===== src/rtl/fifo_engine_pkg.sv =====
// Shared types and field positions for the FIFO packet engine.
package fifo_engine_pkg;

    typedef enum logic [1:0] {
        IDLE,
        DATA,
        RESULT,
        STATUS
    } state_t;

    localparam logic [7:0] OP_ECHO = 8'h00;
    localparam logic [7:0] OP_SUM  = 8'h01;
    localparam logic [7:0] OP_XOR  = 8'h02;

    localparam int HDR_OP_LSB   = 24;
    localparam int HDR_LEN_W    = 16;
    localparam int STAT_OP_LSB  = 24;
    localparam int STAT_ERR_LSB = 16;

    function automatic logic is_reduce(input logic [7:0] op);
        return (op == OP_SUM) || (op == OP_XOR);
    endfunction

    function automatic logic is_drain(input logic [7:0] op);
        return (op != OP_ECHO) && !is_reduce(op);
    endfunction

    function automatic logic [31:0] pack_status(
        input logic [7:0]  op,
        input logic [7:0]  err,
        input logic [15:0] pkt
    );
        logic [31:0] w;
        w = '0;
        w[STAT_OP_LSB +: 8]  = op;
        w[STAT_ERR_LSB +: 8] = err;
        w[15:0]              = pkt;
        return w;
    endfunction

endpackage


===== src/rtl/fifo_packet_engine.sv =====
// Pops packets from the host FIFO, echoes or reduces them into the
// user FIFO, and posts a status word to the register file per packet.
module fifo_packet_engine
    import fifo_engine_pkg::*;
#(
    parameter int DATAWIDTH    = 32,
    parameter int ADDRESSWIDTH = 32,
    parameter int CTRL_ADDR    = 2,
    parameter int STAT_ADDR    = 3
) (
    input  logic                    clk,
    input  logic                    reset_n,
    input  logic                    r_fifo_empty,
    input  logic [DATAWIDTH-1:0]    r_fifo_read_data,
    output logic                    r_fifo_read_enable,
    input  logic                    w_fifo_full,
    output logic                    w_fifo_write_enable,
    output logic [DATAWIDTH-1:0]    w_fifo_write_data,
    output logic [ADDRESSWIDTH-1:0] u_addr,
    input  logic [DATAWIDTH-1:0]    u_read_data,
    output logic                    u_write,
    output logic [DATAWIDTH-1:0]    u_write_data
);

    state_t                 state_q, state_d;
    logic [7:0]             op_q, op_d;
    logic [HDR_LEN_W-1:0]   rem_q, rem_d;
    logic [DATAWIDTH-1:0]   acc_q, acc_d;
    logic [15:0]            pkt_q, pkt_d;
    logic [7:0]             err_q, err_d;
    logic                   done;
    logic [7:0]             hdr_op;
    logic [HDR_LEN_W-1:0]   hdr_len;
    logic                   unused_ctrl;

    assign hdr_op      = r_fifo_read_data[HDR_OP_LSB +: 8];
    assign hdr_len     = r_fifo_read_data[HDR_LEN_W-1:0];
    assign unused_ctrl = ^u_read_data[DATAWIDTH-1:1];

    always_ff @(posedge clk or negedge reset_n) begin
        if (!reset_n) begin
            state_q <= IDLE;
            op_q    <= '0;
            rem_q   <= '0;
            acc_q   <= '0;
            pkt_q   <= '0;
            err_q   <= '0;
        end else begin
            state_q <= state_d;
            op_q    <= op_d;
            rem_q   <= rem_d;
            acc_q   <= acc_d;
            pkt_q   <= pkt_d;
            err_q   <= err_d;
        end
    end

    always_comb begin
        state_d             = state_q;
        op_d                = op_q;
        rem_d               = rem_q;
        acc_d               = acc_q;
        pkt_d               = pkt_q;
        err_d               = err_q;
        done                = 1'b0;
        r_fifo_read_enable  = 1'b0;
        w_fifo_write_enable = 1'b0;
        w_fifo_write_data   = '0;
        unique case (state_q)
            IDLE: begin
                if (u_read_data[0] && !r_fifo_empty) begin
                    r_fifo_read_enable = 1'b1;
                    op_d  = hdr_op;
                    rem_d = hdr_len;
                    acc_d = '0;
                    if (hdr_len != '0) begin
                        state_d = DATA;
                    end else if (is_reduce(hdr_op)) begin
                        state_d = RESULT;
                    end else begin
                        done = 1'b1;
                    end
                end
            end
            DATA: begin
                if (op_q == OP_ECHO) begin
                    r_fifo_read_enable  = !r_fifo_empty && !w_fifo_full;
                    w_fifo_write_enable = r_fifo_read_enable;
                    w_fifo_write_data   = r_fifo_read_data;
                end else begin
                    r_fifo_read_enable  = !r_fifo_empty;
                end
                if (r_fifo_read_enable) begin
                    if (op_q == OP_SUM) begin
                        acc_d = acc_q + r_fifo_read_data;
                    end else if (op_q == OP_XOR) begin
                        acc_d = acc_q ^ r_fifo_read_data;
                    end
                    rem_d = rem_q - 1'b1;
                    if (rem_q == HDR_LEN_W'(1)) begin
                        if (is_reduce(op_q)) begin
                            state_d = RESULT;
                        end else begin
                            done = 1'b1;
                        end
                    end
                end
            end
            RESULT: begin
                w_fifo_write_data   = acc_q;
                w_fifo_write_enable = !w_fifo_full;
                done                = !w_fifo_full;
            end
            STATUS: begin
                state_d = IDLE;
            end
            default: begin
                state_d = IDLE;
            end
        endcase
        // Counts bump on the way into STATUS so the posted word is post-increment
        if (done) begin
            state_d = STATUS;
            pkt_d   = pkt_q + 16'd1;
            if (is_drain(op_d) && err_q != 8'hFF) begin
                err_d = err_q + 8'd1;
            end
        end
    end

    assign u_write      = (state_q == STATUS);
    assign u_addr       = u_write ? ADDRESSWIDTH'(STAT_ADDR)
                                  : ADDRESSWIDTH'(CTRL_ADDR);
    assign u_write_data = u_write ? DATAWIDTH'(pack_status(op_q, err_q, pkt_q))
                                  : '0;

endmodule


===== config.mk =====
export PLATFORM = sky130hd
export DESIGN_NAME = fifo_packet_engine
export DESIGN_NICKNAME = d
export VERILOG_FILES = /design/src/rtl/fifo_engine_pkg.sv /design/src/rtl/fifo_packet_engine.sv
export SDC_FILE = /design/constraint.sdc
export NUM_CORES = 1
export LEC_CHECK = 0
export CAP_MARGIN = 20
export CORE_ASPECT_RATIO = 1.25
export CORE_MARGIN = 3
export CORE_UTILIZATION = 50
export DETAILED_ROUTE_END_ITERATION = 6
export GPL_TIMING_DRIVEN = 1
export MAX_ROUTING_LAYER = met4
export PLACE_DENSITY = 0.86
export SETUP_SLACK_MARGIN = 0.15
export SLEW_MARGIN = 20
export SYNTH_ARGS = -nofsm -noshare
export SYNTH_HDL_FRONTEND = slang
export SYNTH_SLANG_ARGS = --single-unit

===== constraint.sdc =====
create_clock -name clk -period 5.74 [get_ports clk]
set_input_delay 1.148 -clock clk [delete_from_list [all_inputs] [get_ports clk]]
set_output_delay 1.148 -clock clk [all_outputs]
set_load 0.01 [all_outputs]

Word level (Yosys, flattened, before mapping)
Index checks and enable logic that the tools add are counted.
- input port bits: 68
- bits in registers: 82
- word-level logic and storage cells: 85
- output and inout bits: 99
- multiplexer cells: 35
- equal/unequal tests: 19
- reduce and logical (&&, ||, !) cells: 20
- bitwise operators: 1
- add/sub/neg operators: 4
- operators with widths (cell ; number):
    two-way mux 32 bit ; 6
    one-hot mux 32 bit (2 select lines) ; 2
    adder 32 bit ; 1
    two-way mux 16 bit ; 2
    one-hot mux 16 bit (2 select lines) ; 1
    bitwise XOR 32 bit ; 1
    equality test 8 x 1 -> 1 bit, second input constant ; 3
    equality test 8 x 2 -> 1 bit, second input constant ; 3
    adder 16 x 1 -> 16 bit, second input constant ; 1
    equality test 16 x 1 -> 1 bit, second input constant ; 1
    two-way mux 8 bit ; 2
    nonzero test 16 bit ; 1
    subtractor 16 x 1 -> 16 bit, second input constant ; 1
    inequality test 3 bit, second input constant ; 5
    two-way mux 2 bit ; 7
    two-way mux 1 bit ; 11
    adder 8 x 1 -> 8 bit, second input constant ; 1
    logical NOT 8 bit ; 1
    inequality test 8 bit, second input constant ; 1
    nonzero test 8 bit ; 1
    one-hot mux 2 bit (3 select lines) ; 1
    AND reduction 6 bit ; 1
    equality test 2 bit, second input constant ; 2
    logical AND 1 bit ; 4
    13 further kinds ; 19

Longest topological paths before layout
Gate-level depths: netlist (run 1).
- depth after elaboration: 10
- depth in mapped cells: 12

Worst setup path before layout (run 1)
Ideal clock, no wire load.
- kind: register to output
- start point: register state_q[1]
- end point: output port w_fifo_write_enable
- path slack: 2518 ps
- path buffers: 2
- arrival time: 2074 ps
- data required time: 4592 ps
- cell stages (with the launch flop): 9
- cell sequence: dfrtp_1 inv_1 ha_1 clkbuf_1 inv_1 nor4_2 clkbuf_1 a21oi_1 nor3b_1
- cells in the longest elaborated chain, start to end: 2
- elaborated cells between the ends (all ways): 3
- ends and longest elaborated chain (what ; line ; text):
    start, declared ; fifo_packet_engine.sv:25 ; state_t state_q, state_d;
    start signal, assigned ; fifo_packet_engine.sv:49 ; state_q <= state_d;
    equality test 2 bit / equality test 2 x 1 -> 1 bit (equally long branches) ; fifo_packet_engine.sv:69 ; unique case (state_q)
    one-hot mux 1 bit (2 select lines) (*) ; fifo_packet_engine.sv:69 ;
    end, declared ; fifo_packet_engine.sv:17 ; output logic w_fifo_write_enable,
Mark *: on every way between the ends. The rest lies on a longest branch, timed or not.

Worst setup path in the final report (run 1)
Same ends and word-level chain as after synthesis.

==> out/metrics.cfg, run 1 <==
[sta]
skew_ps=7.00
worst_slew_pin_slew_ps=882
setup_viol=0
fmax_mhz=245
relSlewSlack_pct=40.9
finalWorstSetupSlack_ps=1650
setup_tns_ps=0
rsz0062_at_grt=no
period_share_pct=71.2
drv_slew=0
fin_crit_ps=4090
hold_viol_final=0

[clock_network]
postCtsHoldBufs=0
clock_path_buffers=2
numCtsBuffers=9
cts.clk_slew.worst_paths_ps=70
cts_tree=yes
cts.sinks=82
cts_setup_buffers=0
cts-root-buf=clkbuf_16
ctsHtreeMaxLevel=3
cts_resized=0
clock_latency_ps=350

[synth]
synth_top_area_share_pct=31.0
yosysWarnings=0
avgSynthCellArea_um2=8.52
async_flop_share_pct=100
ys.flop_type=dfrtp_1
yosys-top-cells-count=dfrtp_1, nand2_1, a21oi_1
yosys-top-cells-area=dfrtp_1, ha_1, nand2_1, a21oi_1, o21ai_0
synth_edf_count=0
synth_top_area_cell=dfrtp_1
synth_most_common_cell=dfrtp_1
synth_area_um2=6620
syn_inst=777
synth_seq_area_share_pct=31.0
yosysUniqueCellTypes=69
synth-seq-cells=82

[floorplanning]
core-area_um2=12800
die_x_um=109
rows=46
die_h_um=135
start_util_pct=51.6
die_area_um2=14700
pin_count=167

[setup_path]
crit_arrival_ps=2940
r2r_start=op_q[4]
worstSetupEndpointType=output pin
r2r.worst_path.cells=10
rrSetupSlack_ps=2730
cp_max_fo=27
setup.worst_path.class=register to output pin
cp.required_ps=4590
cp-start-kind=register
worst_r2r_endpoint=acc_q[28]

[placed_design]
dp.cells=1015
dp_slack_ps=1710
port_buffers=104
placedInstanceArea_um2=7650
hpwl_um=12300
gp_congestion=0.933

[route]
drt-vias-per-instance=5.90
wl_per_cell_um=16.8
wirelength_um=17400
drt_iter0_drc=490
drt.antenna.violating_nets=0
route.vias.total=6086
dr.pass1.iters=5
drc=0

[grt]
grt_first_pass_wirelength_um=28400
gr-total-overflow=0
grt_pass1_vias=5733
grt_max_degree=53
grtUsageTotal_pct=24.9
antenna_found_initial=0

[outcome]
status=finished clean

[hold_path]
hold_depth=1
hp-start=pkt_q[4]
hold_end=pkt_q[4]
hold_path_class=register to register

[finish]
diodes=0
final_cells=1031
layout-drive-gt1-share_pct=7.88
final_cell_area_um2=7960
nets=966
synthToLayoutAreaGrowth_pct=20.2

[pwr]
ir_drop_v=0.000225
power_density_nw_per_um2=388
leakage_nw=3.32

[flow_run]
cap_viol_max_count=0

-- cells by family after synthesis --
kind of cell	share of synthesized area, %
simple gates	22.9
xor+xnor	7.35
flops	31.0
fa+ha+maj	7.67
mux	2.30
other cells	0.113
compound gates	21.5
buf+inv	7.20
-- cell usage in the layout (no fill, tap or decap), drive strengths merged, types with 13 or more instances in the layout --
master         count
conb              31
and2              37
xor2              24
nor2              34
ha                39
and3              13
inv               21
o22ai             17
a21oi             55
nor2b             36
a21o              14
a22oi             33
nand3             38
xnor2             29
nand2             78
dfrtp             82
o31ai             18
o21ai             56
clkdlybuf4s50    103
-- per-layer routing --
layer | track usage (%) | wire, um | share of wire [%] | vias to the layer above
met5 | - | 0 | 0 | -
met4 | 10.2 | 633 | 3.6 | 0
met3 | 3.49 | 1030 | 5.9 | 54
met2 | 39.4 | 8470 | 49 | 249
met1 | 32.0 | 7220 | 42 | 2900
li1 | - | - | - | 2883
-- report_power, final --
group          switching (mW)  internal [mW]  total (mW)
Combinational           0.867          0.661        1.53
Sequential              0.197          0.753       0.949
Clock                   0.268          0.346       0.614
Total                    1.33           1.76        3.09
-- through the flow --
stage	hold WS (ps)	power (mW)	util, %
after floorplan	451	2.00	-
after global placement	474	2.41	59.6
after detailed placement	476	2.46	59.6
after CTS	486	3.08	62.0
after global routing	507	3.31	62.0
final	485	3.09	62.0
-- registers in the layout (all words and copies together), names as in the netlist --
| signal | flops |
|---|---|
| pkt_q | 16 |
| rem_q | 16 |
| op_q | 8 |
| state_q | 2 |
| err_q | 8 |
| acc_q | 32 |
-- final cells by class --
class	instances	area (um^2)
clock buffer	9	225
sequential	82	2050
fill	1079	4870
clock inverter	7	83.8
inverter	17	63.8
multi-input combinational	636	4230
timing repair buffer	112	1100
tap	168	210
-- how the worst max path moves through the flow --
stage / slack, ps / endpoint / depth (start not counted) / from
floorplan: 2520 / w_fifo_write_enable / 8 / state_q[1]
global placement: 1730 / acc_q[31] / 11 / r_fifo_read_data[6]
detailed placement: 1710 / acc_q[29] / 11 / r_fifo_read_data[6]
CTS: 1670 / w_fifo_write_enable / 9 / state_q[1]
global route: 1530 / w_fifo_write_enable / 9 / state_q[1]
finish: 1650 / w_fifo_write_enable / 9 / state_q[1]
-- critical path, stage by stage (launching register included) --
cell,delay [ps]
dfrtp_1,420
inv_1,100
ha_1,150
buf_4,290
inv_1,140
nor4_4,300
buf_4,280
a21oi_1,110
nor3b_1,180
clkdlybuf4s50_1,610
No activity file was read; power rests on OpenSTA's default activity.
==> run 2: changes to the inputs <==
==> constraint.sdc (replaced) <==
create_clock -name clk -period 3.8 [get_ports clk]
set_input_delay 0.76 -clock clk [delete_from_list [all_inputs] [get_ports clk]]
set_output_delay 0.76 -clock clk [all_outputs]
set_load 0.01 [all_outputs]
==> out/metrics.cfg, run 2 (synthesis results as in run 1) <==
[grt]
grt_first_pass_wirelength_um=28600  ; +0.75%
gr-total-overflow=0  ; unchanged
grt_max_degree=56  ; +5.7%
grt_pass1_vias=5747  ; +0.24%
antenna_found_initial=0  ; unchanged
grtUsageTotal_pct=24.8  ; -0.12 points

[floorplanning]
start_util_pct=51.6  ; unchanged
die_x_um=109  ; unchanged
rows=46  ; unchanged
core-area_um2=12800  ; unchanged
die_h_um=135  ; unchanged
pin_count=167  ; unchanged
die_area_um2=14700  ; unchanged

[sta]
rsz0062_at_grt=no
setup_tns_ps=0  ; unchanged
fin_crit_ps=3470
worst_slew_pin_slew_ps=739  ; -143 ps
period_share_pct=91.3
setup_viol=0  ; unchanged
fmax_mhz=288
hold_viol_final=0  ; unchanged
drv_slew=0  ; unchanged
skew_ps=9.44  ; +2.44 ps
relSlewSlack_pct=50.7  ; +9.8 points

[finish]
diodes=0  ; unchanged
top_register=acc_q
nets=975  ; +0.93%
final_cells=1040  ; +0.87%
layout-drive-gt1-share_pct=8.72  ; +0.84 points
final_cell_area_um2=8020  ; +0.72%
layout_commonest_cell=clkdlybuf4s50_1
largest_register_ffs=32  ; unchanged
synthToLayoutAreaGrowth_pct=21.0
reg.largest.list=acc_q x32, pkt_q x16, rem_q x16
final_cell_mix=clkdlybuf4s50_1, dfrtp_1, nand2_1

[pwr]
leakage_nw=3.36  ; +1.2%
ir_drop_v=0.000335  ; +49%
power_density_nw_per_um2=579  ; +49%

[clock_network]
cts.clk_slew.worst_paths_ps=70  ; about the same
cts.sinks=82  ; unchanged
cts_tree=yes
numCtsBuffers=9  ; unchanged
postCtsHoldBufs=0  ; unchanged
cts_setup_buffers=0  ; unchanged
cts-root-buf=clkbuf_16
clock_path_buffers=2  ; unchanged
clock_latency_ps=340  ; about the same
ctsHtreeMaxLevel=3  ; unchanged

[placed_design]
dp.cells=1024  ; +0.89%
hpwl_um=12600  ; +2.3%
gp_congestion=0.915  ; -2.0%
placedInstanceArea_um2=7710  ; +0.85%
port_buffers=104  ; unchanged

[setup_path]
crit_arrival_ps=2710  ; -230 ps
setup.worst_path.class=register to output pin
worstSetupEndpointType=output pin
cp_max_fo=32  ; +19%
cp.required_ps=3040  ; -1550 ps
cp-start-kind=register

[route]
wl_per_cell_um=16.6  ; -1.6%
dr.pass1.iters=5  ; unchanged
drc=0  ; unchanged
drt-vias-per-instance=5.83  ; -1.3%
wirelength_um=17200  ; -0.69%
route.vias.total=6060  ; -0.43%
drt_iter0_drc=408  ; -17%
drt.antenna.violating_nets=0  ; unchanged

[hold_path]
hold_path_class=input port to asynchronous set/reset pin

[flow_run]
cap_viol_max_count=0  ; unchanged

[outcome]
status=finished clean

## run 2: layer usage
metal  track usage, %  wire length, um
met1             31.2             7130
met3             3.35              945
met2             40.9             8720
met4             8.56              439
met5                -                0
## run 2: where the power goes
group / total, mW / switching [mW] / internal [mW]
clock network: 0.870 / 0.408 / 0.462
logic: 2.32 / 1.30 / 1.02
registers: 1.45 / 0.309 / 1.14
total: 4.64 / 2.02 / 2.62
## run 2: worst paths after layout
kind | from | slack, ps | cells after the start | to
min in group clk | pkt_q[4] | 490 | 1 | pkt_q[4]
min | reset_n | 480 | 1 | rem_q[6]
min reg2reg | pkt_q[4] | 490 | 1 | pkt_q[4]
max reg2reg | op_q[4] | 950 | 9 | acc_q[6]
max | op_q[4] | 330 | 7 | w_fifo_write_data[4]
max in group asynchronous | reset_n | 2600 | 2 | acc_q[23]
## run 2: critical path, stage by stage (launching register included)
cell	delay, ps
dfrtp_1	390
nor4_2	430
nand2_2	180
nor4_4	210
buf_8	270
a22oi_1	100
nor2b_1	200
clkdlybuf4s50_1	570
## run 2: layout make-up
class                           instances  area [um^2]
Timing Repair Buffer                  121         1170
Tap cell                              168          210
Sequential cell                        82         2050
Fill cell                            1076         4820
Clock inverter                          7         68.8
Clock buffer                            9          225
Multi-Input combinational cell        636         4220
Inverter                               17         63.8
## run 2: repair_timing
item                                   in CTS  in global routing
resized for setup                           0                  3
setup endpoints to repair                   0                 31
endpoints found under the hold margin       0                  0
## run 2: stage by stage
step                setup slack [ps]  utilization [%]  hold WS [ps]  power (mW)
floorplan                        966                -           451        3.03
global placement                 201             60.1           475        3.68
detailed placement               129             60.1           484        3.74
CTS                              152             62.4           495        4.63
global route                     198             62.5           511        4.99
finish                           331             62.5           482        4.64
